`config.mk`:
```
export PLATFORM = sky130hd
export DESIGN_NAME = pipe_ctrl
export DESIGN_NICKNAME = d
export VERILOG_FILES = /design/src/rtl/pipe_ctrl.sv
export SDC_FILE = /design/constraint.sdc
export NUM_CORES = 1
export LEC_CHECK = 0
export ABC_AREA = 1
export CAP_MARGIN = 0
export CORE_MARGIN = 5
export CORE_UTILIZATION = 40
export CTS_CLUSTER_SIZE = 10
export DETAILED_ROUTE_END_ITERATION = 8
export PLACE_DENSITY = 0.85
export SYNTH_ARGS = -nofsm -noshare
export SYNTH_HDL_FRONTEND = slang
export SYNTH_SLANG_ARGS = --single-unit
```
`constraint.sdc`:
```
create_clock -name clk -period 4 [get_ports clk]
set_clock_uncertainty 0.2 [all_clocks]
set_input_delay 0.6 -clock clk [delete_from_list [all_inputs] [get_ports clk]]
set_output_delay 0.6 -clock clk [all_outputs]
set_load 0.01 [all_outputs]
```
`src/rtl/pipe_ctrl.sv`:
```
// Pipeline sequencer: arbitrates stall sources and exceptions into one coherent
// stall-bus/flush pattern per cycle for the 5-stage core.
module pipe_ctrl #(
  parameter logic [31:0] EXC_VECTOR  = 32'hBFC0_0380,
  parameter int unsigned DIV_TIMEOUT = 40,
  parameter int unsigned STALL_W     = 6
) (
  input  logic               clk,
  input  logic               rst,
  input  logic               if_stall_req,
  input  logic               id_loaduse_req,
  input  logic               ex_div_start,
  input  logic               div_ready,
  input  logic               mem_req,
  input  logic               mem_ack,
  input  logic               except_valid,
  output logic [STALL_W-1:0] stall,
  output logic               flush,
  output logic [31:0]        new_pc,
  output logic               div_busy,
  output logic               div_err
);

  localparam int unsigned CNT_W = $clog2(DIV_TIMEOUT + 1);

  localparam logic [STALL_W-1:0] ST_PC  = STALL_W'(6'b000001);
  localparam logic [STALL_W-1:0] ST_IF  = STALL_W'(6'b000011);
  localparam logic [STALL_W-1:0] ST_ID  = STALL_W'(6'b000111);
  localparam logic [STALL_W-1:0] ST_EX  = STALL_W'(6'b001111);
  localparam logic [STALL_W-1:0] ST_MEM = STALL_W'(6'b011111);

  typedef enum logic [1:0] {IDLE, DIV_WAIT, MEM_WAIT, FLUSH} state_t;

  state_t           state_q, state_d;
  logic [CNT_W-1:0] cnt_q, cnt_d;
  logic             err_q, err_d;
  logic             mem_block;
  logic             div_timeout;

  assign mem_block   = mem_req & ~mem_ack;
  // The DIV_TIMEOUT-th cycle spent in DIV_WAIT is the forced-release cycle.
  assign div_timeout = (state_q == DIV_WAIT) && (cnt_q == CNT_W'(DIV_TIMEOUT - 1)) && !div_ready;
  assign div_err     = err_q;

  always_ff @(posedge clk or posedge rst) begin
    if (rst) begin
      state_q <= IDLE;
      cnt_q   <= '0;
      err_q   <= 1'b0;
    end else begin
      state_q <= state_d;
      cnt_q   <= cnt_d;
      err_q   <= err_d;
    end
  end

  always_comb begin
    state_d  = state_q;
    cnt_d    = '0;
    err_d    = err_q;
    stall    = '0;
    flush    = 1'b0;
    new_pc   = '0;
    div_busy = 1'b0;
    if (except_valid) begin
      flush   = 1'b1;
      new_pc  = EXC_VECTOR;
      state_d = FLUSH;
    end else begin
      unique case (state_q)
        FLUSH: begin
          stall   = ST_PC;
          state_d = IDLE;
        end
        MEM_WAIT: begin
          if (mem_ack) state_d = IDLE;
          else         stall   = ST_MEM;
        end
        DIV_WAIT: begin
          // A memory wait only overrides the stall pattern; the divide keeps running.
          if (mem_block)                      stall = ST_MEM;
          else if (!div_ready && !div_timeout) stall = ST_EX;
          if (div_ready) begin
            state_d = IDLE;
          end else if (div_timeout) begin
            state_d = IDLE;
            err_d   = 1'b1;
          end else begin
            div_busy = 1'b1;
            cnt_d    = cnt_q + 1'b1;
          end
        end
        default: begin
          if (mem_block) begin
            stall   = ST_MEM;
            state_d = MEM_WAIT;
          end else if (ex_div_start) begin
            stall   = ST_EX;
            state_d = DIV_WAIT;
          end else if (id_loaduse_req) begin
            stall = ST_ID;
          end else if (if_stall_req) begin
            stall = ST_IF;
          end
        end
      endcase
    end
  end

endmodule

```
-- After elaboration in Yosys (flattened, before gate mapping)
Cells that the tools add are included.
Widths: inputs -> output; s select.
- bits in registers: 9
- bits in latches: 0
- RAM bits: 0
- ROM bits: 0
- input port bits: 9
- output and inout port bits: 41
- word-level logic and storage cells: 48
- memories kept: 0
- $add $sub $neg: 1
- multiply operators: 0
- div/mod/pow operators: 0
- order comparisons: 0
- equal/unequal tests: 6
- shifts and indexed selects: 0
- muxes and demuxes: 26
- bitwise operators: 4
- reduce and logical (&&, ||, !) cells: 8
- operator list (operator ; number):
    $mux 32 ; 1
    $mux 6 ; 4
    $mux 5 ; 4
    $pmux 5 s3 ; 1
    $mux 2 ; 7
    $mux 4 ; 2
    $add 6x1->6 const B ; 1
    $eq 6x6->1 const B ; 1
    $pmux 2 s3 ; 1
    $reduce_bool 6->1 ; 1
    $mux 1 ; 5
    $eq 2x2->1 const B ; 2
    $ne 4x4->1 const B ; 1
    $reduce_and 4->1 ; 1
    $logic_and 1x1->1 ; 3
    $mux 3 ; 1
    $ne 3x3->1 const B ; 1
    $not 1->1 ; 3
    $reduce_and 3->1 ; 1
    $eq 2x1->1 const B ; 1
    $logic_not 1->1 ; 2
    $and 1x1->1 ; 1

-- Depth between registers and ports, before layout
- word-level depth: 9
- mapped depth: 9

-- Least setup slack after synthesis
Ideal clock, no wire load.
- path kind: input -> output
- from: in mem_ack
- to: out stall[1]
- arrival time: 1250 ps
- slack: 1950 ps
- stages on the path: 7
- path buffers: 0
- cell sequence: inv_1 nand2_1 o21ai_0 nor2_1 nand2_1 nand2_1 nor2_1
- word-level cells in the longest chain between the ends: 5
- elaborated cells between the ends (all ways): 7
- those cells by class: mux: 5; bitwise: 2
- RTL lines (what ; RTL line ; source):
    start: declaration ; 15 ; input logic mem_ack,
    $not 1->1 ; 40 ; assign mem_block = mem_req & ~mem_ack;
    $and 1x1->1 ; 40 ;
    $mux 5 (on tied branches) ; 94, 81 ;
    $pmux 5 s3 (*) ; 70 ; unique case (state_q)
    $mux 5 (*) ; 65 ; if (except_valid) begin
    end: declaration ; 17 ; output logic [STALL_W-1:0] stall,
Every way passes the cells marked *; elsewhere a longest branch is shown, timed or not.

-- Worst setup path in the final report
- from: in except_valid
- to: out stall[4]
- word-level cells in the longest chain between the ends: 1
- RTL lines (what ; RTL line ; source):
    start: declaration ; 16 ; input logic except_valid,
    $mux 5 ; 65 ;
Every way passes these cells.

==> results.md <==
- The setup check on the worst reg-to-reg path leaves a slack of 2.48 ns.
- The final wirelength is 1540 um.
- The post-layout instance area is 990 sq um.
- The delay of the slowest cell on the worst path is 0.63 ns.
- After synthesis the cells add up to 830 sq um.
- The capture point of the worst reg-to-reg path is state_q[0].
- The kind of start point of the critical path is an input port.
- The number of antenna violations at the first check in global routing is 0.
- The critical register-to-register path startpoint is cnt_q[0].
- The number of buffer and inverter instances along the worst setup path is 3.
- The routability-driven placement congestion ratio is 0.723.
- The initial core utilization is 0.423.
- For this run, the register share of the synthesized area comes to 0.271.
- The number of enable flip-flop cells after synthesis is 0.
- The core region is 0.00196 sq mm.
- After routing, the total negative slack on setup checks comes to 0 ns.
- The worst path needs 3.14 ns of the cycle, external delays included.
- In the synthesized netlist, the number of instances is 113.
- IR analysis of the VDD net gives a maximum drop of 0.182 mV.
- The floorplan has 16 rows.
- The total power divided by cell area is 250 mW/mm^2.
- The number of setup buffers added after CTS is 0.
- The critical path capture point type is an output port.
- In this run, synthesis produced a sequential element count of 9.
- In the synthesized netlist, the cells that appear most often are sky130_fd_sc_hd__buf_4 (34), sky130_fd_sc_hd__nor2_1 (16), sky130_fd_sc_hd__inv_1 (15), sky130_fd_sc_hd__nand2_1 (15), sky130_fd_sc_hd__dfrtp_1 (9).
- The most prevalent standard cell on the critical path is sky130_fd_sc_hd__clkdlybuf4s50_1.
- The slowest cell on the critical path is sky130_fd_sc_hd__clkdlybuf4s50_1.
- The number of nets with antenna violations after detailed routing is 0.
- The H-tree depth is 1.
- Across every metal layer, demand over resource in global routing totals 0.103.
- The hold-critical path endpoint is cnt_q[0].
- The final hold violation count was 0.
- Once placement finished, the instance area stood at 963 sq um.
- Measured along the y axis, the die boundary spans 55.5 um.
- The total die area is 0.00308 sq mm.
- At the worst endpoint, the arrival time is 2.34 ns.
- For this run, the share of the core covered by cells in the final layout is 0.504.
- The class of the tightest hold or removal check is reg -> reg.
- The number of I/O port buffers is 28.
- The largest area contributor in the netlist is sky130_fd_sc_hd__buf_4.
- The dominant register cell in the synthesized netlist is sky130_fd_sc_hd__dfrtp_1.
- The count of distinct cell types in the synthesized netlist is 19.
- Clock tree synthesis inserted a total of 3 buffers.
- The origin of the worst min-delay path is cnt_q[0].
- The first global-routing pass estimated 2590 um of wire.
- Walking the worst path, the cells encountered are clkdlybuf4s50_1 > inv_1 > o21ai_0 > nor2_1 > clkdlybuf4s50_1.
- After synthesis, the cell types taking the most area are sky130_fd_sc_hd__buf_4 (31%), sky130_fd_sc_hd__dfrtp_1 (27%), sky130_fd_sc_hd__nor2_1 (7.2%).
- 0 antenna diodes ended up in the layout.
- The required time at the endpoint of the critical path is 3.20 ns.
- 50 I/O pins were placed.
- The number of pins with negative max-slew slack in the final report is 0.
- The share of layout cells above drive strength 1 is 0.122.
- Global routing finished with a remaining overflow of 0.
- The area overhead of the layout relative to synthesis is 19.3%.
- The tree is rooted in a sky130_fd_sc_hd__clkbuf_4.
- The portion of the clock cycle consumed by the worst path in the final layout is 0.785.
- The share of synthesized area in the top cell type comes to 0.308.
- The number of global-route vias before repair came to 607.
- Of all nets on the critical path, the largest fanout is 16.
- The maximum number of pins on one net before global-route repair is 17.
- Setup violations remaining at the end of the flow were counted as 0.
- The leakage power total is 0.514 nW.
- For this run, the top clock speed supported by timing is 0.319 GHz.
- The HPWL after detailed placement is 1280 um.
- The number of fillers in the final layout is 197.
- The flow ran to the end, and the final reports show no timing, DRC or antenna violations.
- The count of warnings emitted by yosys is 0.
- Before antenna repair, the detailed router went through 4 iterations.
- Clock-pin slew was measured on the worst setup and hold paths at 0.06 ns.
- The clock latency on the worst-skew pair is 0.26 ns.
- The average via count per standard cell is 3.89.
- The cts-stage hold buffer count is 0.
- The clock sink total is 9.
- The clock passes through at most 2 buffers.
- The number of gates resized after CTS was 0.
- The clock tree from TritonCTS is yes.
- The most common cell in the synthesized netlist is sky130_fd_sc_hd__buf_4.
- In the final routed layout, each cell accounts on average for 9.77 um.
- The type of the worst setup path is in -> out.
- Grouping stages by cell kind, the critical path spends the most delay in buffers and inverters.
- The first routing iteration left 18 violations.
- The count of nets after finishing is 142.
- The per-instance average area after synthesis is 7.34 sq um.
- Across all layers, the routed design uses 615 vias.
- The tool flagged a number of max-cap violations equal to 0.
- After detailed routing, the number of remaining DRC violations is 0.
- The logic depth of the worst register-to-register path is 9.
- Setup repair after global routing left no endpoint under its margin.
- The count of cells along the worst hold path is 1.
- The die is 55.5 um wide.
- Hold is met by 0.275 ns.
- The share of async-settable or async-resettable flops after synthesis is 1.00.
[cell usage in the layout, fill, tap and decap left out]
cell / n
sky130_fd_sc_hd__conb_1: 21
sky130_fd_sc_hd__nor3_2: 1
sky130_fd_sc_hd__ha_1: 1
sky130_fd_sc_hd__nor2_1: 16
sky130_fd_sc_hd__nor2_2: 3
sky130_fd_sc_hd__o221ai_1: 1
sky130_fd_sc_hd__inv_1: 15
sky130_fd_sc_hd__xor2_1: 2
sky130_fd_sc_hd__nand2_2: 4
sky130_fd_sc_hd__nand2_1: 15
sky130_fd_sc_hd__clkbuf_4: 3
sky130_fd_sc_hd__clkbuf_1: 1
sky130_fd_sc_hd__dfrtp_1: 9
sky130_fd_sc_hd__o21ai_0: 2
sky130_fd_sc_hd__nand3_4: 1
sky130_fd_sc_hd__clkdlybuf4s50_1: 28
sky130_fd_sc_hd__inv_2: 2
sky130_fd_sc_hd__nand3_1: 3
sky130_fd_sc_hd__nand3_2: 1
sky130_fd_sc_hd__nor3b_2: 1
sky130_fd_sc_hd__o31ai_1: 1
[through the flow]
stage | power, mW | setup WS (ns) | instances
after floorplan | 0.164 | 1.95 | 133
after global placement | 0.178 | 0.920 | 154
after detailed placement | 0.180 | 0.846 | 154
after CTS | 0.252 | 0.842 | 158
after global routing | 0.268 | 0.716 | 158
final | 0.247 | 0.861 | 158
[state kept, by name, indices dropped and copies added (netlist names)]
register  cells
cnt_q         6
state_q       2
div_err       1
[final cells by class]
class / instances / area, sq um / share of cell area
inverters: 17 / 63.8 / 0.0645
well taps: 27 / 33.8 / 0.0341
repair buffers: 28 / 280 / 0.283
clock buffers: 4 / 26.3 / 0.0265
flip-flops and latches: 9 / 225 / 0.228
multi-input cells: 73 / 360 / 0.364
[routing by layer]
layer	track usage	vias up	part of all wire
li1	-	320	-
met1	0.101	273	0.38
met2	0.199	22	0.56
met3	0.0186	0	0.063
met4	0.0521	0	0
met5	0	-	0
[power breakdown]
group          internal (mW)  switching, mW
Sequential            0.0938        0.00336
Combinational         0.0373         0.0437
Clock                 0.0384         0.0307
Total                  0.169         0.0778
[worst max path at each step]
stage / startpoint / to / slack [ns] / cells past startpoint
floorplan: mem_ack / stall[1] / 1.95 / 7
global placement: except_valid / stall[4] / 0.92 / 5
detailed placement: except_valid / stall[4] / 0.85 / 5
CTS: except_valid / stall[4] / 0.84 / 5
global route: except_valid / stall[4] / 0.72 / 5
finish: except_valid / stall[4] / 0.86 / 5
[logic make-up (layout without fill, tap and decap cells)]
family	Yosys count	in the layout	share of synthesized area
and+or+nand+nor	45	45	0.271
AOI/OAI and AO/OA	4	4	0.0317
other	1	21	0.00452
buffers and inverters	51	49	0.385
DFF	9	9	0.271
adders and majority gates	1	1	0.0151
xor gates and xnor gates	2	2	0.0211
Power figures use the tool's default switching activity.
